--- config.mk ---
export PLATFORM = sky130hd
export DESIGN_NAME = peg_l2_rs_rmii_tx_flat
export DESIGN_NICKNAME = d
export VERILOG_FILES = /design/src/rtl/peg_l2_rs_rmii_tx_if.sv /design/src/rtl/peg_l2_rs_rmii_tx.sv /design/src/flat_wrapper.sv
export SDC_FILE = /design/constraint.sdc
export NUM_CORES = 1
export LEC_CHECK = 0
export CELL_PAD_IN_SITES_DETAIL_PLACEMENT = 1
export CELL_PAD_IN_SITES_GLOBAL_PLACEMENT = 1
export CORE_UTILIZATION = 46
export DETAILED_ROUTE_END_ITERATION = 12
export HOLD_SLACK_MARGIN = 0.12
export PLACE_DENSITY_LB_ADDON = 0.1
export SLEW_MARGIN = 20
export SYNTH_ARGS = -nofsm -noshare
export SYNTH_HDL_FRONTEND = slang
export SYNTH_SLANG_ARGS = --single-unit
export TNS_END_PERCENT = 50
--- constraint.sdc ---
create_clock -name rmii_ref_clk -period 4.85 [get_ports rmii_ref_clk]
set_input_delay 0.97 -clock rmii_ref_clk [delete_from_list [all_inputs] [get_ports rmii_ref_clk]]
set_output_delay 0.97 -clock rmii_ref_clk [all_outputs]
set_load 0.01 [all_outputs]
--- src/rtl/peg_l2_rs_rmii_tx_if.sv ---
// peg_l2_rs_rmii_tx_if: MAC TX packet word bus (valid/ready with sop/eop framing).
//   master (MAC): drives pkt_valid, pkt_sop, pkt_eop, pkt_data, pkt_eop_bytes; receives pkt_ready
//   slave  (RS) : the reverse
interface peg_l2_rs_rmii_tx_if #(
  parameter int PKT_DATA_W = 64
);
  localparam int EBW = $clog2(PKT_DATA_W / 8);
  logic                  pkt_valid;
  logic                  pkt_sop;
  logic                  pkt_eop;
  logic [PKT_DATA_W-1:0] pkt_data;
  logic [EBW-1:0]        pkt_eop_bytes;
  logic                  pkt_ready;
  modport master (output pkt_valid, pkt_sop, pkt_eop, pkt_data, pkt_eop_bytes, input pkt_ready);
  modport slave  (input pkt_valid, pkt_sop, pkt_eop, pkt_data, pkt_eop_bytes, output pkt_ready);
endinterface

--- src/rtl/peg_l2_rs_rmii_tx.sv ---
// peg_l2_rs_rmii_tx: RMII transmit reconciliation; preamble/SFD, LSB-dibit-first serialiser, IFG, 100/10 Mbps.
//   rmii_ref_clk, rst_n (async, active-low) ; config_rs_mii_speed_100_n_10 (1 = 100 Mbps, latched at sop)
//   pkt (slave)  : packet words from MAC TX, byte0 = [7:0] first on wire
//   rmii_tx_en, rmii_txd : registered RMII outputs ; tx_underrun : one-cycle pulse on mid-packet starvation
//   `PEG_L2_RS_RMII_TX_STATS_EN adds tx_pkt_cntr[15:0], count of fully transmitted packets
module peg_l2_rs_rmii_tx #(
  parameter int PKT_DATA_W = 64,
  parameter int IFG_BYTES  = 12
) (
  input  logic                  rmii_ref_clk,
  input  logic                  rst_n,
  input  logic                  config_rs_mii_speed_100_n_10,
  peg_l2_rs_rmii_tx_if.slave    pkt,
  output logic                  rmii_tx_en,
  output logic [1:0]            rmii_txd,
`ifdef PEG_L2_RS_RMII_TX_STATS_EN
  output logic [15:0]           tx_pkt_cntr,
`endif
  output logic                  tx_underrun
);
  localparam logic [1:0] PREAMBLE_VALUE = 2'b01;
  localparam logic [1:0] SFD_VALUE      = 2'b11;
  localparam int EBW   = $clog2(PKT_DATA_W / 8);
  localparam int CW    = $clog2(PKT_DATA_W / 2 + 1);
  localparam int IFG_T = IFG_BYTES * 4;
  localparam int IW    = $clog2(IFG_T + 1);
  typedef enum logic [2:0] {IDLE, PREAMBLE, DATA, DRAIN, IFG} state_t;
  state_t                state;
  logic                  spd100;
  logic [3:0]            div;
  logic [4:0]            pre_cnt;
  logic [CW-1:0]         dib_cnt;
  logic [IW-1:0]         ifg_cnt;
  logic [PKT_DATA_W-1:0] sr;
  logic                  eop_l;
  logic [EBW-1:0]        eop_bytes_l;
  logic                  tick;
  logic [CW-1:0]         n_dib;
  logic                  last_launch;
  logic                  accept;
  assign tick        = spd100 || div == 4'd9;
  assign n_dib       = (eop_l && eop_bytes_l != '0) ? CW'({eop_bytes_l, 2'b00}) : CW'(PKT_DATA_W / 2);
  // dib_cnt counts dibits already launched from the current word
  assign last_launch = state == DATA && tick && dib_cnt == n_dib - CW'(1);
  assign pkt.pkt_ready = state == IDLE || state == DRAIN || (last_launch && !eop_l);
  assign accept      = pkt.pkt_valid && pkt.pkt_ready;
  always_ff @(posedge rmii_ref_clk or negedge rst_n) begin
    if (!rst_n) begin
      state       <= IDLE;
      spd100      <= 1'b1;
      div         <= '0;
      pre_cnt     <= '0;
      dib_cnt     <= '0;
      ifg_cnt     <= '0;
      sr          <= '0;
      eop_l       <= 1'b0;
      eop_bytes_l <= '0;
      rmii_tx_en  <= 1'b0;
      rmii_txd    <= 2'b00;
      tx_underrun <= 1'b0;
`ifdef PEG_L2_RS_RMII_TX_STATS_EN
      tx_pkt_cntr <= '0;
`endif
    end else begin
      tx_underrun <= 1'b0;
      div <= (state == IDLE || spd100 || div == 4'd9) ? 4'd0 : div + 4'd1;
      case (state)
        IDLE: if (accept && pkt.pkt_sop) begin
          sr          <= pkt.pkt_data;
          eop_l       <= pkt.pkt_eop;
          eop_bytes_l <= pkt.pkt_eop_bytes;
          spd100      <= config_rs_mii_speed_100_n_10;
          pre_cnt     <= '0;
          rmii_tx_en  <= 1'b1;
          rmii_txd    <= PREAMBLE_VALUE;
          state       <= PREAMBLE;
        end
        PREAMBLE: if (tick) begin
          if (pre_cnt == 5'd31) begin
            rmii_txd <= sr[1:0];
            sr       <= sr >> 2;
            dib_cnt  <= CW'(1);
            state    <= DATA;
          end else begin
            rmii_txd <= pre_cnt == 5'd30 ? SFD_VALUE : PREAMBLE_VALUE;
            pre_cnt  <= pre_cnt + 5'd1;
          end
        end
        DATA: if (tick) begin
          if (dib_cnt == n_dib) begin
            rmii_tx_en  <= 1'b0;
            rmii_txd    <= 2'b00;
            ifg_cnt     <= '0;
            tx_underrun <= !eop_l;
            state       <= eop_l ? IFG : DRAIN;
`ifdef PEG_L2_RS_RMII_TX_STATS_EN
            if (eop_l) tx_pkt_cntr <= tx_pkt_cntr + 16'd1;
`endif
          end else begin
            rmii_txd <= sr[1:0];
            sr       <= sr >> 2;
            dib_cnt  <= dib_cnt + CW'(1);
            // next word is taken while its predecessor's final dibit goes out, so no gap dibit
            if (accept) begin
              sr          <= pkt.pkt_data;
              eop_l       <= pkt.pkt_eop;
              eop_bytes_l <= pkt.pkt_eop_bytes;
              dib_cnt     <= '0;
            end
          end
        end
        DRAIN: if (accept && pkt.pkt_eop) begin
          ifg_cnt <= '0;
          div     <= '0;
          state   <= IFG;
        end
        IFG: if (tick) begin
          if (ifg_cnt == IW'(IFG_T - 1)) state <= IDLE;
          else ifg_cnt <= ifg_cnt + IW'(1);
        end
        default: state <= IDLE;
      endcase
    end
  end
endmodule
--- src/flat_wrapper.sv ---
// flat-port wrapper written by rule: the top's interface ports become plain ports
module peg_l2_rs_rmii_tx_flat 
#(
  parameter int PKT_DATA_W = 64,
  parameter int IFG_BYTES  = 12
)
  (rmii_ref_clk, rst_n, config_rs_mii_speed_100_n_10, rmii_tx_en, rmii_txd, tx_underrun, pkt_pkt_valid, pkt_pkt_sop, pkt_pkt_eop, pkt_pkt_data, pkt_pkt_eop_bytes, pkt_pkt_ready);
  peg_l2_rs_rmii_tx_if #(.PKT_DATA_W(PKT_DATA_W)) pkt_i ();
  input  logic rmii_ref_clk;
  input  logic rst_n;
  input  logic config_rs_mii_speed_100_n_10;
  output logic rmii_tx_en;
  output logic [1:0] rmii_txd;
  output logic tx_underrun;
  input wire logic [$bits(pkt_i.pkt_valid)-1:0] pkt_pkt_valid;
  input wire logic [$bits(pkt_i.pkt_sop)-1:0] pkt_pkt_sop;
  input wire logic [$bits(pkt_i.pkt_eop)-1:0] pkt_pkt_eop;
  input wire logic [$bits(pkt_i.pkt_data)-1:0] pkt_pkt_data;
  input wire logic [$bits(pkt_i.pkt_eop_bytes)-1:0] pkt_pkt_eop_bytes;
  output wire logic [$bits(pkt_i.pkt_ready)-1:0] pkt_pkt_ready;
  assign pkt_i.pkt_valid = pkt_pkt_valid;
  assign pkt_i.pkt_sop = pkt_pkt_sop;
  assign pkt_i.pkt_eop = pkt_pkt_eop;
  assign pkt_i.pkt_data = pkt_pkt_data;
  assign pkt_i.pkt_eop_bytes = pkt_pkt_eop_bytes;
  assign pkt_pkt_ready = pkt_i.pkt_ready;
  peg_l2_rs_rmii_tx #(.PKT_DATA_W(PKT_DATA_W), .IFG_BYTES(IFG_BYTES)) u_core (.rmii_ref_clk(rmii_ref_clk), .rst_n(rst_n), .config_rs_mii_speed_100_n_10(config_rs_mii_speed_100_n_10), .pkt(pkt_i), .rmii_tx_en(rmii_tx_en), .rmii_txd(rmii_txd), .tx_underrun(tx_underrun));
endmodule
==> out/qor.csv, run 1 <==
stage,metric,value,unit
die,Core Rows,44,
clocking,CTS tree,done,
flow_run,max-cap check violation count,0,
die,width of the die,125,um
yosys,average size of a mapped cell,8.07,um2
grt,global-route wire length before repair,34800,um
worst_setup_path,timing startpoint of the critical path,u_core.eop_l,
grt,All-Layer GR Usage,0.273,
final_layout,Post-Route Utilization,0.542,
die,top-level I/O count,78,
outcome,status,"complete, no violations",
worst_setup_path,Crit Reg-Reg Startpoint,u_core.pre_cnt[0],
clocking,Resized cells post-CTS,0,
yosys,area share of the largest cell type after synthesis,0.347,
final_layout,total number of nets in the final design,971,
timing,total negative slack for setup checks,0,ns
yosys,largest cells by area after synthesis,"sky130_fd_sc_hd__dfrtp_1 35%, sky130_fd_sc_hd__a21oi_1 9.6%, sky130_fd_sc_hd__mux2i_1 9.3%",
timing,Relative slew margins,0.398,
pwr,P_int,2.82,mW
timing,slew at the pin closest to its max-slew limit,0.895,ns
yosys,dominant cell type by area after synthesis,sky130_fd_sc_hd__dfrtp_1,
yosys,sequential area share after synthesis,0.351,
timing,maximum clock skew at final layout,0.00483,ns
timing,fin crit period,4.05,ns
worst_setup_path,"reg-to-reg slack, setup",1.52,ns
drt,drt first pass iters,5,
worst_setup_path,CP Capture Point,pkt_pkt_ready,
pwr,Leak Pwr,3.09,nW
yosys,synthesized instance count,858,
pwr,power density over the cells,670,mW/mm2
worst_setup_path,critical path launch point type,register,
placed_design,final weighted congestion in routability-driven placement,0.795,
pwr,fraction of power spent switching nets,0.467,
pwr,Psw,2.47,mW
hold_path,cell depth of the worst min-delay path,1,
worst_setup_path,critical path endpoint category,primary output,
final_layout,total inserted antenna cells,0,
yosys,number of nets produced by synthesis,940,
pwr,post-layout total power,5.29,mW
die,Die Area,0.0156,mm2
yosys,count of synthesis-stage warnings from yosys,0,
yosys,number of storage elements in the synthesis netlist,97,
clocking,insertion delay of the later-clocked pin in the worst-skew pair,0.35,ns
timing,upper clock frequency limit,247,MHz
worst_setup_path,Register-to-Register Path Depth,10,
clocking,clock buffer count from CTS,9,
yosys,share of flip-flops with an asynchronous set or reset after synthesis,1.00,
clocking,CTS root buffer,sky130_fd_sc_hd__clkbuf_16,
grt,antenna violations before repair,0,
pwr,share of total power in the clock network,0.129,
clocking,clock buffer depth,2,
drt,1st-iter DRT viols,386,
drt,mean routed wirelength per cell,19.1,um
placed_design,DPL Wire Length,13100,um
grt,GRT overflow,0,
worst_setup_path,critical path required time,3.88,ns
placed_design,number of placed cells counting well taps,1061,
worst_setup_path,type of the worst setup path,reg -> out,
clocking,TritonCTS sink count,97,
drt,DR vias,6547,
final_layout,Non-Filler Instances,1076,
placed_design,IO buf count,77,
yosys,number of distinct library cells after synthesis,59,
drt,drt total wl,20600,um
timing,RSZ-0062 raised after global routing,false,
clocking,number of setup buffers added after CTS,0,
timing,final hold violation count,0,
drt,Residual DRC,0,
timing,Final setup viols,0,
final_layout,fraction of final layout cells sized beyond drive strength 1,0.0516,
grt,maximum number of pins on one net before global-route repair,81,
pwr,logic gate share of total power,0.577,
clocking,CTS Hold Bufs,0,
die,Placeable Area,0.0146,mm2
final_layout,layout overhead on the synthesized area,14.1,%
yosys,most common flop cell mapped by yosys,sky130_fd_sc_hd__dfrtp_1,
pwr,peak supply drop,0.000345,V
timing,final cycle utilization of the critical path,0.835,
worst_setup_path,end of the worst register-to-register path,u_core.sr[21],
die,vertical die dimension,125,um
yosys,Mapped Area,0.00693,mm2
yosys,"EDFF count, synth",0,
drt,number of antenna-violating nets in the routed design,0,
hold_path,Tightest Hold Check Type,reg -> reg,
worst_setup_path,maximum net fanout on the critical path,14,
clocking,Max H-tree Level,3,
clocking,clock transition at the registers of the reported paths,0.06,ns
pwr,sequential group share of total power,0.293,
grt,via count of the first global-routing pass,7084,
drt,routed vias/inst,6.08,
worst_setup_path,Worst EP arrival,3.08,ns
timing,max-slew violations,0,
die,Initial Util,0.475,
## registers in the layout (all words and copies together), names as in the netlist
signal / count
u_core.spd100: 1
u_core.eop_l: 1
u_core.ifg_cnt: 6
u_core.rmii_txd: 2
u_core.tx_underrun: 1
u_core.dib_cnt: 6
u_core.eop_bytes_l: 3
u_core.sr: 64
u_core.rmii_tx_en: 1
u_core.div: 4
u_core.state: 3
u_core.pre_cnt: 5
## logic make-up after synthesis
family                   synth area share
multiplexers                        0.101
AO/OA/AOI/OAI                       0.283
buffers and inverters              0.0692
adder cells (fa/ha/maj)            0.0163
AND/OR/NAND/NOR                     0.169
flip-flops                          0.351
XOR/XNOR                           0.0114
## cell type report
type                       instances  area, um2
clock buffer                      14        264
multi-input combinational        681       4040
tap                              184        230
timing repair buffer              89        895
inverter                          11       41.3
sequential                        97       2430
fill                            1744       6690
## through the flow
stage,worst slack (ns),area [um2],hold WS (ns)
after global routing,0.680,7900,0.533
final,0.801,7900,0.503
after global placement,1.11,7610,0.475
after detailed placement,1.01,7610,0.501
after floorplan,2.08,6930,0.461
after CTS,0.812,7870,0.515
## worst max-delay path: stages, from the launching register on
cell                              delay, ns
sky130_fd_sc_hd__dfrtp_1               0.64
sky130_fd_sc_hd__nand2_1               0.11
sky130_fd_sc_hd__ha_1                  0.33
sky130_fd_sc_hd__xnor2_1               0.16
sky130_fd_sc_hd__a2111oi_4             0.47
sky130_fd_sc_hd__nand2_2               0.16
sky130_fd_sc_hd__o22ai_1               0.27
sky130_fd_sc_hd__clkdlybuf4s50_1       0.59
## synthesized netlist by cell type (7+ instances only)
library cell / number
sky130_fd_sc_hd__o21ai_1: 60
sky130_fd_sc_hd__buf_6: 22
sky130_fd_sc_hd__inv_1: 11
sky130_fd_sc_hd__ha_1: 9
sky130_fd_sc_hd__nand2_1: 87
sky130_fd_sc_hd__mux2i_1: 64
sky130_fd_sc_hd__a21oi_1: 133
sky130_fd_sc_hd__nand3_1: 11
sky130_fd_sc_hd__dfrtp_1: 96
sky130_fd_sc_hd__buf_1: 8
sky130_fd_sc_hd__buf_2: 7
sky130_fd_sc_hd__nor2_1: 142
sky130_fd_sc_hd__clkbuf_1: 30
sky130_fd_sc_hd__o22a_1: 64
sky130_fd_sc_hd__o21ai_0: 27
## power by group through the flow
stage | logic, mW | clock network (mW) | registers [mW]
after global placement | 2.81 | 0 | 1.53
final | 3.06 | 0.685 | 1.55
after CTS | 3.03 | 0.696 | 1.54
after global routing | 3.40 | 0.733 | 1.60
after floorplan | 2.57 | 0 | 1.34
after detailed placement | 3.01 | 0 | 1.55
## worst min-delay path by stage
stage	end	from	slack, ns
2_1_floorplan	u_core.div[0]	u_core.div[0]	0.46
3_3_place_gp	u_core.div[0]	u_core.div[0]	0.47
3_5_place_dp	u_core.sr[63]	u_core.sr[63]	0.50
4_1_cts	u_core.div[0]	u_core.div[0]	0.51
5_1_grt	u_core.div[0]	u_core.div[0]	0.53
6_report	u_core.div[0]	u_core.div[0]	0.50
## layout by cell type, fill, tap and decap left out, types with 2 or more instances in the layout
cell                              instances
sky130_fd_sc_hd__a22o_1                   3
sky130_fd_sc_hd__dfrtp_2                  2
sky130_fd_sc_hd__nand2_1                 87
sky130_fd_sc_hd__a21oi_1                133
sky130_fd_sc_hd__or3_1                    2
sky130_fd_sc_hd__and2_1                   2
sky130_fd_sc_hd__mux2i_1                 64
sky130_fd_sc_hd__a31oi_1                  4
sky130_fd_sc_hd__clkdlybuf4s50_1         76
sky130_fd_sc_hd__a21o_1                   2
sky130_fd_sc_hd__a211oi_1                 2
sky130_fd_sc_hd__ha_1                     9
sky130_fd_sc_hd__xnor2_1                  5
sky130_fd_sc_hd__o22a_1                  64
sky130_fd_sc_hd__nand2b_1                 4
sky130_fd_sc_hd__buf_4                   10
sky130_fd_sc_hd__clkbuf_1                 3
sky130_fd_sc_hd__and3_1                   5
sky130_fd_sc_hd__clkbuf_16                9
sky130_fd_sc_hd__clkbuf_8                 2
sky130_fd_sc_hd__mux2_2                   5
sky130_fd_sc_hd__nand4_1                  4
sky130_fd_sc_hd__nand3_1                 11
sky130_fd_sc_hd__o22ai_1                  2
sky130_fd_sc_hd__a2111oi_0                2
sky130_fd_sc_hd__nand3b_1                 2
sky130_fd_sc_hd__o21ai_0                 27
sky130_fd_sc_hd__xor2_1                   4
sky130_fd_sc_hd__inv_1                   10
sky130_fd_sc_hd__nor2_1                 141
sky130_fd_sc_hd__nor3_1                   4
sky130_fd_sc_hd__nor2b_1                  6
sky130_fd_sc_hd__dfrtp_1                 93
sky130_fd_sc_hd__nor4_1                   2
sky130_fd_sc_hd__o21ai_1                 60
## metal layers
layer  wire length, um  vias up  track usage
met5                 0        -            0
met4               279        0       0.0900
met3               732       20       0.0378
met2             10300      120        0.484
met1              9300     3286        0.339
li1                  -     3121            -
No activity file was read; power rests on OpenSTA's default activity.
==> run 2, diff against run 1 <==
--- a/config.mk
+++ b/config.mk
@@ -7,7 +7,7 @@
 export LEC_CHECK = 0
 export CELL_PAD_IN_SITES_DETAIL_PLACEMENT = 1
 export CELL_PAD_IN_SITES_GLOBAL_PLACEMENT = 1
-export CORE_UTILIZATION = 46
+export CORE_UTILIZATION = 43
 export DETAILED_ROUTE_END_ITERATION = 12
 export HOLD_SLACK_MARGIN = 0.12
 export PLACE_DENSITY_LB_ADDON = 0.1
==> constraint.sdc (replaced) <==
create_clock -name rmii_ref_clk -period 3.87 [get_ports rmii_ref_clk]
set_input_delay 0.774 -clock rmii_ref_clk [delete_from_list [all_inputs] [get_ports rmii_ref_clk]]
set_output_delay 0.774 -clock rmii_ref_clk [all_outputs]
set_load 0.01 [all_outputs]
==> out/qor.csv, run 2 (synthesized netlist as in run 1, its figures left out) <==
stage,metric,value,unit,change
die,vertical die dimension,129,um,was 125 um
pwr,peak supply drop,0.000371,V,was 0.000345 V
worst_setup_path,Register-to-Register Path Depth,7,,was 10
worst_setup_path,critical path required time,3.10,ns,was 3.88 ns
timing,minimum hold slack,0.457,ns,was 0.503 ns
die,Core Rows,46,,was 44
hold_path,Tightest Hold Check Type,in -> async,,was reg -> reg
outcome,status,"complete, no violations",,unchanged
drt,routed vias/inst,5.93,,was 6.08
pwr,power density over the cells,837,mW/mm2,was 670 mW/mm2
worst_setup_path,type of the worst setup path,reg -> out,,unchanged
die,Placeable Area,0.0158,mm2,was 0.0146 mm2
final_layout,total inserted antenna cells,0,,unchanged
clocking,number of setup buffers added after CTS,0,,unchanged
clocking,Max H-tree Level,3,,unchanged
grt,antenna violations before repair,0,,unchanged
clocking,clock buffer count from CTS,9,,unchanged
final_layout,number of flip-flops in the largest register,64,,unchanged
clocking,CTS tree,done,,unchanged
grt,All-Layer GR Usage,0.262,,was 0.273
clocking,clock buffer depth,2,,unchanged
grt,via count of the first global-routing pass,6968,,was 7084
drt,mean routed wirelength per cell,18.9,um,was 19.1 um
worst_setup_path,critical path launch point type,register,,unchanged
drt,1st-iter DRT viols,288,,was 386
final_layout,Multi-input gate area,0.00404,mm2,unchanged
final_layout,layout filler cell count,1892,,was 1744
timing,RSZ-0062 raised after global routing,false,,unchanged
final_layout,"commonest cells after routing, fill and taps aside","141 x sky130_fd_sc_hd__nor2_1, 133 x sky130_fd_sc_hd__a21oi_1, 92 x sky130_fd_sc_hd__dfrtp_1",,"was 141 x sky130_fd_sc_hd__nor2_1, 133 x sky130_fd_sc_hd__a21oi_1, 93 x sky130_fd_sc_hd__dfrtp_1"
final_layout,register ranked first by flip-flop count,u_core.sr,,unchanged
die,Die Area,0.0166,mm2,was 0.0156 mm2
drt,DR vias,6582,,was 6547
final_layout,"most common cell after layout, fill and taps aside",sky130_fd_sc_hd__nor2_1,,unchanged
clocking,CTS root buffer,sky130_fd_sc_hd__clkbuf_16,,unchanged
timing,upper clock frequency limit,275,MHz,
drt,Residual DRC,0,,unchanged
worst_setup_path,critical path endpoint category,primary output,,unchanged
die,Initial Util,0.438,,was 0.475
timing,slack of the critical path,0.233,ns,was 0.801 ns
drt,drt first pass iters,5,,unchanged
timing,fin crit period,3.64,ns,
placed_design,DPL Wire Length,13100,um,about the same
timing,final hold violation count,0,,unchanged
final_layout,largest registers,"u_core.sr: 64 flops, u_core.dib_cnt: 6 flops, u_core.ifg_cnt: 6 flops",,unchanged
die,width of the die,129,um,was 125 um
drt,drt total wl,21000,um,was 20600 um
placed_design,final weighted congestion in routability-driven placement,0.864,,was 0.795
pwr,Leak Pwr,3.10,nW,was 3.09 nW
placed_design,IO buf count,77,,unchanged
final_layout,Register Area,0.00244,mm2,was 0.00243 mm2
timing,maximum clock skew at final layout,0.00932,ns,was 0.00483 ns
die,top-level I/O count,78,,unchanged
clocking,TritonCTS sink count,97,,unchanged
timing,final cycle utilization of the critical path,0.940,,
grt,maximum number of pins on one net before global-route repair,84,,was 81
timing,Relative slew margins,0.378,,was 0.398
flow_run,max-cap check violation count,0,,unchanged
final_layout,total number of nets in the final design,972,,was 971
timing,max-slew violations,0,,unchanged
final_layout,fraction of final layout cells sized beyond drive strength 1,0.0537,,was 0.0516
grt,GRT overflow,0,,unchanged
worst_setup_path,maximum net fanout on the critical path,8,,was 14
clocking,clock transition at the registers of the reported paths,0.07,ns,was 0.06 ns
worst_setup_path,Worst EP arrival,2.86,ns,was 3.08 ns
timing,Final setup viols,0,,unchanged
timing,slew at the pin closest to its max-slew limit,0.933,ns,was 0.895 ns
grt,global-route wire length before repair,34400,um,was 34800 um
clocking,insertion delay of the later-clocked pin in the worst-skew pair,0.35,ns,about the same
final_layout,layout overhead on the synthesized area,15.1,%,was 14.1%
drt,number of antenna-violating nets in the routed design,0,,unchanged
timing,total negative slack for setup checks,0,ns,unchanged
placed_design,Placement Setup Slack,0.531,ns,was 1.01 ns
-- run 2: cell count changes in the layout (fill, tap and decap cells not counted), sizes merged --
cell    previous run  this run
clkbuf            14        15
buf               13        14
-- run 2: layer usage --
metal	track usage	part of all wire	wire length [um]	up-vias
li1	-	-	-	3137
met5	0	0	0	-
met2	0.476	0.51	10600	109
met3	0.0345	0.032	666	27
met4	0.0990	0.017	354	0
met1	0.314	0.45	9330	3309
-- run 2: path summary, 6_finish.rpt --
check,start,endpoint,slack [ns]
max in group asynchronous,rst_n,u_core.sr[44],2.58
worst min register to register,u_core.sr[63],u_core.sr[63],0.51
worst max register to register,u_core.state[0],u_core.sr[45],0.89
worst max-delay path,u_core.eop_bytes_l[0],pkt_pkt_ready,0.23
worst min-delay path,rst_n,u_core.dib_cnt[3],0.46
min in group rmii_ref_clk,u_core.sr[63],u_core.sr[63],0.51
-- run 2: layout make-up --
| cell class | count | share of cell area |
|---|---|---|
| clock buffers | 15 | 0.0336 |
| inverters | 11 | 0.00518 |
| multi-input cells | 681 | 0.506 |
| flip-flops and latches | 97 | 0.306 |
| well taps | 216 | 0.0339 |
| repair buffers | 90 | 0.115 |
-- run 2: where the power goes --
group	total [mW]	switching, mW	leakage (nW)	internal, mW
clock network	0.873	0.402	0.130	0.470
registers	1.79	0.316	1.15	1.48
logic	4.01	2.39	1.82	1.62
-- run 2: worst max-delay path, stage by stage (launching register included) --
cell,delay (ns)
sky130_fd_sc_hd__dfrtp_1,0.50
sky130_fd_sc_hd__nand2_1,0.10
sky130_fd_sc_hd__ha_1,0.31
sky130_fd_sc_hd__xnor2_1,0.17
sky130_fd_sc_hd__a2111oi_4,0.47
sky130_fd_sc_hd__nand2_2,0.15
sky130_fd_sc_hd__o22ai_1,0.24
sky130_fd_sc_hd__clkdlybuf4s50_1,0.59
-- run 2: metrics by stage --
| stage | total power, mW | util | area [um2] | instances |
|---|---|---|---|---|
| finish | 6.67 | 0.504 | 7970 | 1110 |
| global placement | 5.50 | 0.486 | 7700 | 1095 |
| detailed placement | 5.79 | 0.486 | 7700 | 1095 |
| global route | 7.24 | 0.504 | 7970 | 1110 |
| CTS | 6.71 | 0.503 | 7970 | 1110 |
| floorplan | 4.90 | - | 6930 | 858 |
-- run 2: timing repair --
action | 4_1_cts | 5_1_grt
endpoints found under the hold margin | 0 | 0
hold buffers | 0 | 0
gates resized for setup | 0 | 1
setup endpoints to repair | 0 | 1
